`config.mk`:
```
export PLATFORM = sky130hd
export DESIGN_NAME = afifo_cmd_reader
export DESIGN_NICKNAME = d
export VERILOG_FILES = /design/src/rtl/jtag_types_pkg.sv /design/src/rtl/afifo_rd_timer.sv /design/src/rtl/afifo_cmd_reader.sv
export SDC_FILE = /design/constraint.sdc
export NUM_CORES = 1
export LEC_CHECK = 0
export BUFFER_PORTS_ARGS = -buffer_cell sky130_fd_sc_hd__buf_2
export CAP_MARGIN = 10
export CORE_MARGIN = 2
export CORE_UTILIZATION = 45
export DETAILED_ROUTE_END_ITERATION = 10
export PLACE_DENSITY = 0.82
export RECOVER_POWER = 100
export SLEW_MARGIN = 5
export SYNTH_ARGS = -nofsm -noshare
export SYNTH_HDL_FRONTEND = slang
export SYNTH_SLANG_ARGS = --single-unit
```
`constraint.sdc`:
```
create_clock -name rclk -period 1.7 [get_ports rclk]
set_input_delay 0.17 -clock rclk [delete_from_list [all_inputs] [get_ports rclk]]
set_output_delay 0.17 -clock rclk [all_outputs]
set_load 0.02 [all_outputs]
```
`src/rtl/jtag_types_pkg.sv`:
```
// Shared types for the JTAG async-FIFO command path: reader FSM states and opcode bytes.
package jtag_types_pkg;

    localparam int unsigned OPCODE_W = 8;

    localparam logic [OPCODE_W-1:0] OP_NOP   = 8'h00;
    localparam logic [OPCODE_W-1:0] OP_READ  = 8'h01;
    localparam logic [OPCODE_W-1:0] OP_WRITE = 8'h02;

    typedef enum logic [1:0] {
        ST_IDLE  = 2'd0,
        ST_ADDR  = 2'd1,
        ST_DATA  = 2'd2,
        ST_ISSUE = 2'd3
    } rd_state_e;

    function automatic int unsigned max_u(input int unsigned a, input int unsigned b);
        return (a > b) ? a : b;
    endfunction

endpackage

```
`src/rtl/afifo_rd_timer.sv`:
```
// Saturating stall counter; expire_c flags that the count has reached LIMIT-1.
module afifo_rd_timer #(
    parameter int unsigned LIMIT = 1024
) (
    input  logic clk,
    input  logic rst_n,
    input  logic clr,
    input  logic en,
    output logic expire_c
);
    localparam int unsigned CNT_W = (LIMIT > 2) ? $clog2(LIMIT) : 1;

    logic [CNT_W-1:0] cnt_q;

    assign expire_c = (cnt_q == CNT_W'(LIMIT - 1));

    always_ff @(posedge clk) begin
        if (!rst_n) begin
            cnt_q <= '0;
        end else if (clr) begin
            cnt_q <= '0;
        end else if (en && !expire_c) begin
            cnt_q <= cnt_q + CNT_W'(1);
        end
    end
endmodule

```
`src/rtl/afifo_cmd_reader.sv`:
```
// Pops opcode/address/data bytes from the JTAG async FIFO and issues bus commands over valid/ready.
// Stall timeout is compiled in with AFIFO_CMD_READER_TIMEOUT_EN.
module afifo_cmd_reader
    import jtag_types_pkg::*;
#(
    parameter int unsigned DATA_WIDTH     = 8,
    parameter int unsigned ADDR_WIDTH     = 32,
    parameter int unsigned WORD_WIDTH     = 32,
    parameter int unsigned TIMEOUT_CYCLES = 1024
) (
    input  logic                  rclk,
    input  logic                  r_nrst,
    input  logic                  empty,
    input  logic [DATA_WIDTH-1:0] rdata,
    output logic                  rinc,
    output logic                  cmd_valid,
    input  logic                  cmd_ready,
    output logic                  cmd_write,
    output logic [ADDR_WIDTH-1:0] cmd_addr,
    output logic [WORD_WIDTH-1:0] cmd_wdata,
    output logic                  err_opcode,
    output logic                  err_timeout
);
    localparam int unsigned ADDR_BYTES = ADDR_WIDTH / DATA_WIDTH;
    localparam int unsigned WORD_BYTES = WORD_WIDTH / DATA_WIDTH;
    localparam int unsigned MAX_BYTES  = max_u(ADDR_BYTES, WORD_BYTES);
    localparam int unsigned CNT_W      = (MAX_BYTES > 1) ? $clog2(MAX_BYTES) : 1;

    if ((ADDR_WIDTH % DATA_WIDTH) != 0 || (WORD_WIDTH % DATA_WIDTH) != 0 ||
        DATA_WIDTH < OPCODE_W || TIMEOUT_CYCLES < 2) begin : g_bad_param
        $error("afifo_cmd_reader: unsupported parameter set");
    end

    rd_state_e        state_q, state_d;
    logic [CNT_W-1:0] byte_cnt_q;
    logic             pop_c, stall_c, abort_c, timeout_c, accept_c;
    logic             last_addr_c, last_data_c;
    logic             is_read_c, is_write_c, is_nop_c;

    // Pops are gated by reset so nothing is consumed while the FSM is being cleared.
    assign pop_c       = r_nrst && !empty && (state_q != ST_ISSUE);
    assign rinc        = pop_c;
    assign stall_c     = empty && ((state_q == ST_ADDR) || (state_q == ST_DATA));
    assign abort_c     = stall_c && timeout_c;
    assign accept_c    = cmd_valid && cmd_ready;
    assign last_addr_c = (byte_cnt_q == CNT_W'(ADDR_BYTES - 1));
    assign last_data_c = (byte_cnt_q == CNT_W'(WORD_BYTES - 1));
    assign is_read_c   = (rdata == DATA_WIDTH'(OP_READ));
    assign is_write_c  = (rdata == DATA_WIDTH'(OP_WRITE));
    assign is_nop_c    = (rdata == DATA_WIDTH'(OP_NOP));

`ifdef AFIFO_CMD_READER_TIMEOUT_EN
    logic state_chg_c;
    assign state_chg_c = (state_d != state_q);

    afifo_rd_timer #(
        .LIMIT (TIMEOUT_CYCLES)
    ) u_timer (
        .clk      (rclk),
        .rst_n    (r_nrst),
        .clr      (pop_c || state_chg_c || !stall_c),
        .en       (stall_c),
        .expire_c (timeout_c)
    );
`else
    assign timeout_c = 1'b0;
`endif

    always_comb begin
        state_d = state_q;
        case (state_q)
            ST_IDLE: begin
                if (pop_c && (is_read_c || is_write_c)) state_d = ST_ADDR;
            end
            ST_ADDR: begin
                if (abort_c)                   state_d = ST_IDLE;
                else if (pop_c && last_addr_c) state_d = cmd_write ? ST_DATA : ST_ISSUE;
            end
            ST_DATA: begin
                if (abort_c)                   state_d = ST_IDLE;
                else if (pop_c && last_data_c) state_d = ST_ISSUE;
            end
            ST_ISSUE: begin
                if (accept_c) state_d = ST_IDLE;
            end
            default: state_d = ST_IDLE;
        endcase
    end

    always_ff @(posedge rclk) begin
        if (!r_nrst) begin
            state_q     <= ST_IDLE;
            byte_cnt_q  <= '0;
            cmd_valid   <= 1'b0;
            cmd_write   <= 1'b0;
            cmd_addr    <= '0;
            cmd_wdata   <= '0;
            err_opcode  <= 1'b0;
            err_timeout <= 1'b0;
        end else begin
            state_q     <= state_d;
            cmd_valid   <= (state_d == ST_ISSUE);
            err_opcode  <= 1'b0;
            err_timeout <= 1'b0;

            if (state_d != state_q)                                      byte_cnt_q <= '0;
            else if (pop_c && (state_q == ST_ADDR || state_q == ST_DATA)) byte_cnt_q <= byte_cnt_q + CNT_W'(1);

            if (pop_c && state_q == ST_IDLE) begin
                if (is_read_c) begin
                    cmd_write <= 1'b0;
                    cmd_wdata <= '0;
                end else if (is_write_c) begin
                    cmd_write <= 1'b1;
                end else if (!is_nop_c) begin
                    err_opcode <= 1'b1;
                end
            end

            // Little-endian lane fill, one byte per pop.
            if (pop_c && state_q == ST_ADDR) begin
                for (int unsigned i = 0; i < ADDR_BYTES; i++) begin
                    if (byte_cnt_q == CNT_W'(i)) cmd_addr[i*DATA_WIDTH +: DATA_WIDTH] <= rdata;
                end
            end
            if (pop_c && state_q == ST_DATA) begin
                for (int unsigned i = 0; i < WORD_BYTES; i++) begin
                    if (byte_cnt_q == CNT_W'(i)) cmd_wdata[i*DATA_WIDTH +: DATA_WIDTH] <= rdata;
                end
            end

            if (abort_c) begin
                cmd_write   <= 1'b0;
                cmd_addr    <= '0;
                cmd_wdata   <= '0;
                err_timeout <= 1'b1;
            end
        end
    end
endmodule

```
Yosys cells after proc, flatten, opt, wreduce, memory -nomap -nowiden

Index checks and enable logic that the tools add are counted.

Order comparisons: 0
Bitwise logic cells: 2
Reduce and logical (&&, ||, !) cells: 23
Div/mod/pow operators: 0
Shift operators: 0
Multiply operators: 0
Equal/unequal tests: 11
Add/subtract/negate cells: 1
Mux-type cells: 16

Operators with widths:

| cell                                                             | number |
|---|---|
| 32-bit 2-to-1 mux                                                | 3 |
| 8-bit 2-to-1 mux                                                 | 4 |
| 2-bit == test (second input constant)                            | 5 |
| 2-bit AND reduction                                              | 5 |
| 1-bit logical AND                                                | 9 |
| 8-bit by 1-bit == test with 1-bit output (second input constant) | 1 |
| 8-bit by 2-bit == test with 1-bit output (second input constant) | 1 |
| 8-bit zero test                                                  | 1 |
| 2-bit 2-to-1 mux                                                 | 4 |
| 2-bit case mux with 4 select lines                               | 1 |
| 2-bit by 1-bit == test with 1-bit output (second input constant) | 2 |
| 2-bit zero test                                                  | 2 |
| 1-bit 2-to-1 mux                                                 | 4 |
| 4-bit OR reduction                                               | 1 |
| 2-bit by 1-bit adder with 2-bit output (second input constant)   | 1 |
| 1-bit logical OR                                                 | 2 |
| 2-bit != test                                                    | 1 |
| 2-bit != test (second input constant)                            | 1 |
| 1-bit inverter                                                   | 2 |
| 2-bit nonzero test                                               | 1 |
| 2-bit OR reduction                                               | 1 |
| 1-bit zero test                                                  | 1 |

Register bits: 71
Bits of input ports: 12
Bits in latches: 0
Memories: 0
Memory bits (writable): 0
Logic and storage cells: 63
ROM bits: 0
Output and inout port bits: 69

Logic depth before layout (Yosys ltp)

Word-level depth: 8
Depth in mapped cells: 7
Depth with buffers taken out: 6

Worst setup path after synthesis

OpenSTA, ideal clock, no wires.

Path type: register -> register
From: register state_q[0]
To: register cmd_valid
Arrival time: 1,630 ps
Setup slack: -9 ps
Cell stages (with the launch flop): 8
Path through: dfxtp_1 -> ha_1 -> nor3b_2 -> buf_6 -> nand3_2 -> buf_6 -> a211o_1 -> a211oi_2

Cells in the longest elaborated chain, start to end: 6

RTL lines:

| element                              | line                                                                   | source |
|---|---|---|
| from (decl)                          | afifo_cmd_reader.sv:34                                                 | `rd_state_e state_q, state_d;` |
| from (signal assigned)               | afifo_cmd_reader.sv:101                                                | `state_q <= state_d;` |
| 2-bit != test *                      | afifo_cmd_reader.sv:41                                                 | `assign pop_c = r_nrst && !empty && (state_q != ST_ISSUE);` |
| 1-bit logical AND *                  | afifo_cmd_reader.sv:41                                                 |  |
| via rinc                             | afifo_cmd_reader.sv:15                                                 | `output logic rinc,` |
| 1-bit logical AND (on tied branches) | afifo_cmd_reader.sv:77, afifo_cmd_reader.sv:81, afifo_cmd_reader.sv:73 |  |
| 2-bit 2-to-1 mux (on tied branches)  | afifo_cmd_reader.sv:81, afifo_cmd_reader.sv:73, afifo_cmd_reader.sv:77 |  |
| 2-bit case mux with 4 select lines * | afifo_cmd_reader.sv:71                                                 | `case (state_q)` |
| 2-bit == test *                      | afifo_cmd_reader.sv:102                                                | `cmd_valid <= (state_d == ST_ISSUE);` |
| to (signal assigned)                 | afifo_cmd_reader.sv:102                                                |  |
| to (decl)                            | afifo_cmd_reader.sv:16                                                 | `output logic cmd_valid,` |

Mark *: on every way through the listed nets, which the timed path passes. The rest lies on a longest branch.
A chain may end at the register's enable or synchronous reset.

Worst setup path after layout

From: register state_q[0]
To: register byte_cnt_q[1]

Cells in the longest elaborated chain, start to end: 7

RTL lines:

| element                              | line                                                                   | source |
|---|---|---|
| 2-bit != test                        | afifo_cmd_reader.sv:41                                                 |  |
| 1-bit logical AND                    | afifo_cmd_reader.sv:41                                                 |  |
| 1-bit logical AND (on tied branches) | afifo_cmd_reader.sv:77, afifo_cmd_reader.sv:81, afifo_cmd_reader.sv:73 |  |
| 2-bit 2-to-1 mux (on tied branches)  | afifo_cmd_reader.sv:81, afifo_cmd_reader.sv:73, afifo_cmd_reader.sv:77 |  |
| 2-bit case mux with 4 select lines   | afifo_cmd_reader.sv:71                                                 |  |
| 2-bit != test                        | afifo_cmd_reader.sv:106                                                | `if (state_d != state_q) byte_cnt_q <= '0;` |
| 2-bit OR reduction (no source line)  | --                                                                     |  |
| to (signal assigned)                 | afifo_cmd_reader.sv:107                                                | `else if (pop_c && (state_q == ST_ADDR \|\| state_q == ST_DATA)) byte_cnt_q <= byte_cnt_q + CNT_W'(1);` |
| to (decl)                            | afifo_cmd_reader.sv:35                                                 | `logic [CNT_W-1:0] byte_cnt_q;` |

Parallel ways exist; a longest one is shown, timed or not.

==> impl_metrics.toml <==
[synth]
synth_common_cells = "71 x dfxtp_1, 39 x nand2_1, 37 x nor2_1"
synth_area_leaders = "dfxtp_1 48%, mux2i_1 11%, a21oi_1 6.0%, nand3_1 5.4%, nand2_1 4.9%"
ys.flop_type = "dfxtp_1"
ys_seq_area_share_pct = 47.7
avgSynthCellArea_um2 = 9.03
netlist_area_um2 = 2980
synth_most_common_cell = "dfxtp_1"
syn_nets = 351
synth_top_area_cell = "dfxtp_1"
ys_seq_elements = 71
synth_cell_types = 42
yosysWarnings = 0
synth_top_area_share_pct = 47.7
synth_cells = 330
synth-edff-count = 0
async_reset_ff_share_pct = 0

[pwr]
power_density_nw_per_um2 = 954
p_comb_share_pct = 8.8
power_leakage_nw = 1.64
switching_power_uw = 888
clock_power_share_pct = 45.9
seqPwrFrac_pct = 45.3
power.total_mw = 3.71
vdd_ir_drop_max_mv = 0.742
p_sw_share_pct = 23.9
p_int_mw = 2.82

[global_route]
grt_remaining_overflow = 0
grt_antenna_before_repair = 0
grt_usage_pct = 22.5
grt_pass1_vias = 2570
grt_max_degree = 28
grt_pass1_wl_um = 12700

[floorplan]
coreArea_um2 = 6390
die_x_um = 85.4
die_area_um2 = 7290
row_count = 29
ios = 81
start_util_pct = 46.7
die_h_um = 85.4

[placement]
io_buffers = 79
post-dp-hpwl_um = 5710
gp_congestion = 0.919

[setup_path]
end_kind = "flip-flop"
critPathMaxStageDelay_ns = 0.37
cp.depth = 6
cpLargestDelayFamily = "compound AO/OA/AOI/OAI gates"
worstSetupPathType = "flip-flop to flip-flop"
worst-path-buf-inv = 1
required_ns = 1.94
arrival_ns = 1.93
rr_worst_depth = 6
cp_slowest_cell = "dfxtp_4"
crit_path_start_kind = "flip-flop"
crit_chain = "ha_4 > buf_4 > nor3b_2 > a41oi_2 > o31ai_2 > a211oi_1"
crit_fanout = 5

[route]
wirelength_um = 8540
drcViolationCount = 0
routed_via_density = 5.43
first_pass_iters = 5
vias = 2748
final_antenna_net_count = 0
dr.first_iter.drc_count = 134
avgRoutedWirePerCell_um = 16.9

[hold_path]
min_path_type = "input pin to flip-flop"
whs_path_depth = 3

[sta]
skew_ns = 0.0116
hold_viol = 0
slew_violations = 0
period_share_pct = 99.5
rsz0062_at_grt = "true"
setup_viol = 0
min_period_ns = 1.69
setup_tns_ns = 0
fmax_mhz = 591

[finish]
drive_gt1_share_pct = 21.2
final_nets = 445
num_antenna_cells = 0
area_growth_syn_to_layout_pct = 30.6

[clock_tree]
numCtsBuffers = 9
root_buffer = "clkbuf_8"
cts_tree = "yes"
htreeDepth = 3
clk_latency_ns = 0.36
postCtsHoldBufs = 0
clkSinkCount = 71
clk_pin_slew_ns = 0.08
cts_buffer_depth = 2

[run_status]
status = "completed"

[flow_run]
max_cap_violations = 0
routing by layer:
| layer | GRT usage [%] | wire [µm] | vias to the layer above | part of all wire (%) |
|---|---|---|---|---|
| li1 | - | - | 1319 | - |
| met1 | 28.7 | 3680 | 1300 | 43 |
| met2 | 35.3 | 3980 | 113 | 47 |
| met3 | 6.42 | 722 | 16 | 8.5 |
| met4 | 10.2 | 161 | 0 | 1.9 |
| met5 | 0 | 0 | - | 0 |
final timing paths:
kind                                                from                          to  slack [ns]
worst max-delay path               state_q[0]$_SDFF_PN0_  byte_cnt_q[1]$_SDFFE_PP0P_       0.008
worst min-delay path                            rdata[5]       err_opcode$_SDFF_PP0_        0.21
worst max register to register     state_q[0]$_SDFF_PN0_  byte_cnt_q[1]$_SDFFE_PP0P_       0.008
worst min register to register  cmd_wdata[31]$_SDFF_PN0_    cmd_wdata[31]$_SDFF_PN0_        0.47
timing repair:
item / 4_1_cts / 5_1_grt
setup buffers: 0 / 6
pin swaps: 0 / 4
setup endpoints to repair: 5 / 68
cloned: 0 / 1
resized for setup: 4 / 28
tightest hold or removal path, stage by stage:
cell and delay [ns]:
buf_2 0.11, nor4_4 0.06, a31oi_1 0.17
state kept, by name, summed over array words and instances (netlist names):
name / cells
cmd_write: 1
cmd_wdata: 32
cmd_valid: 1
cmd_addr: 32
err_opcode: 1
byte_cnt_q: 2
state_q: 2
cells in the final DEF (no fill, tap or decap), types with 4 or more instances in the layout:
cell type  netlist  layout
nor2_1          37      37
a21oi_1         36      35
buf_2            9      12
nand3_1         32      32
and2_2           0       4
clkbuf_8         0      10
ha_1             9       6
mux2i_1         32      31
buf_4            1      26
clkbuf_1        14      67
nand2_1         39      38
dfxtp_1         71      69
power by group through the flow:
stage	combinational [mW]	clock, mW	sequential, mW
2_1_floorplan	0.153	0	1.73
3_3_place_gp	0.266	0	1.72
3_5_place_dp	0.269	0	1.72
4_1_cts	0.279	1.72	1.68
5_1_grt	0.346	1.79	1.68
6_report	0.326	1.70	1.68
area by class of cell:
cell class	count	area, µm²
inverter	7	28.8
timing repair buffer	109	569
clock buffer	10	138
multi-input combinational	226	1520
tap	77	96.3
sequential	71	1430
clock inverter	6	115
fill	583	2490
per-stage QoR:
step           area [µm²]  hold slack [ns]  utilization, %  std cells  setup slack (ns)
4_1_cts              3810            0.202            59.7        499          -0.00254
6_report             3890            0.209            60.9        506           0.00837
5_1_grt              3890            0.234            60.9        506           -0.0914
2_1_floorplan        2990            0.436               -        330           0.00524
3_3_place_gp         3540            0.447            55.4        483            0.0265
3_5_place_dp         3540            0.456            55.4        483         -0.000185
logic make-up (layout without fill, tap and decap cells):
| family | count (synthesis) | count (layout) | share of synthesized area, % |
|---|---|---|---|
| flops | 71 | 71 | 47.7 |
| compound gates | 53 | 53 | 10.9 |
| fa+ha+maj | 9 | 9 | 3.78 |
| other cells | 1 | 1 | 0.126 |
| mux | 32 | 32 | 10.7 |
| buf+inv | 33 | 132 | 5.16 |
| xor+xnor | 2 | 2 | 0.588 |
| simple gates | 129 | 129 | 21.0 |
(Power assumes the default switching activity.)
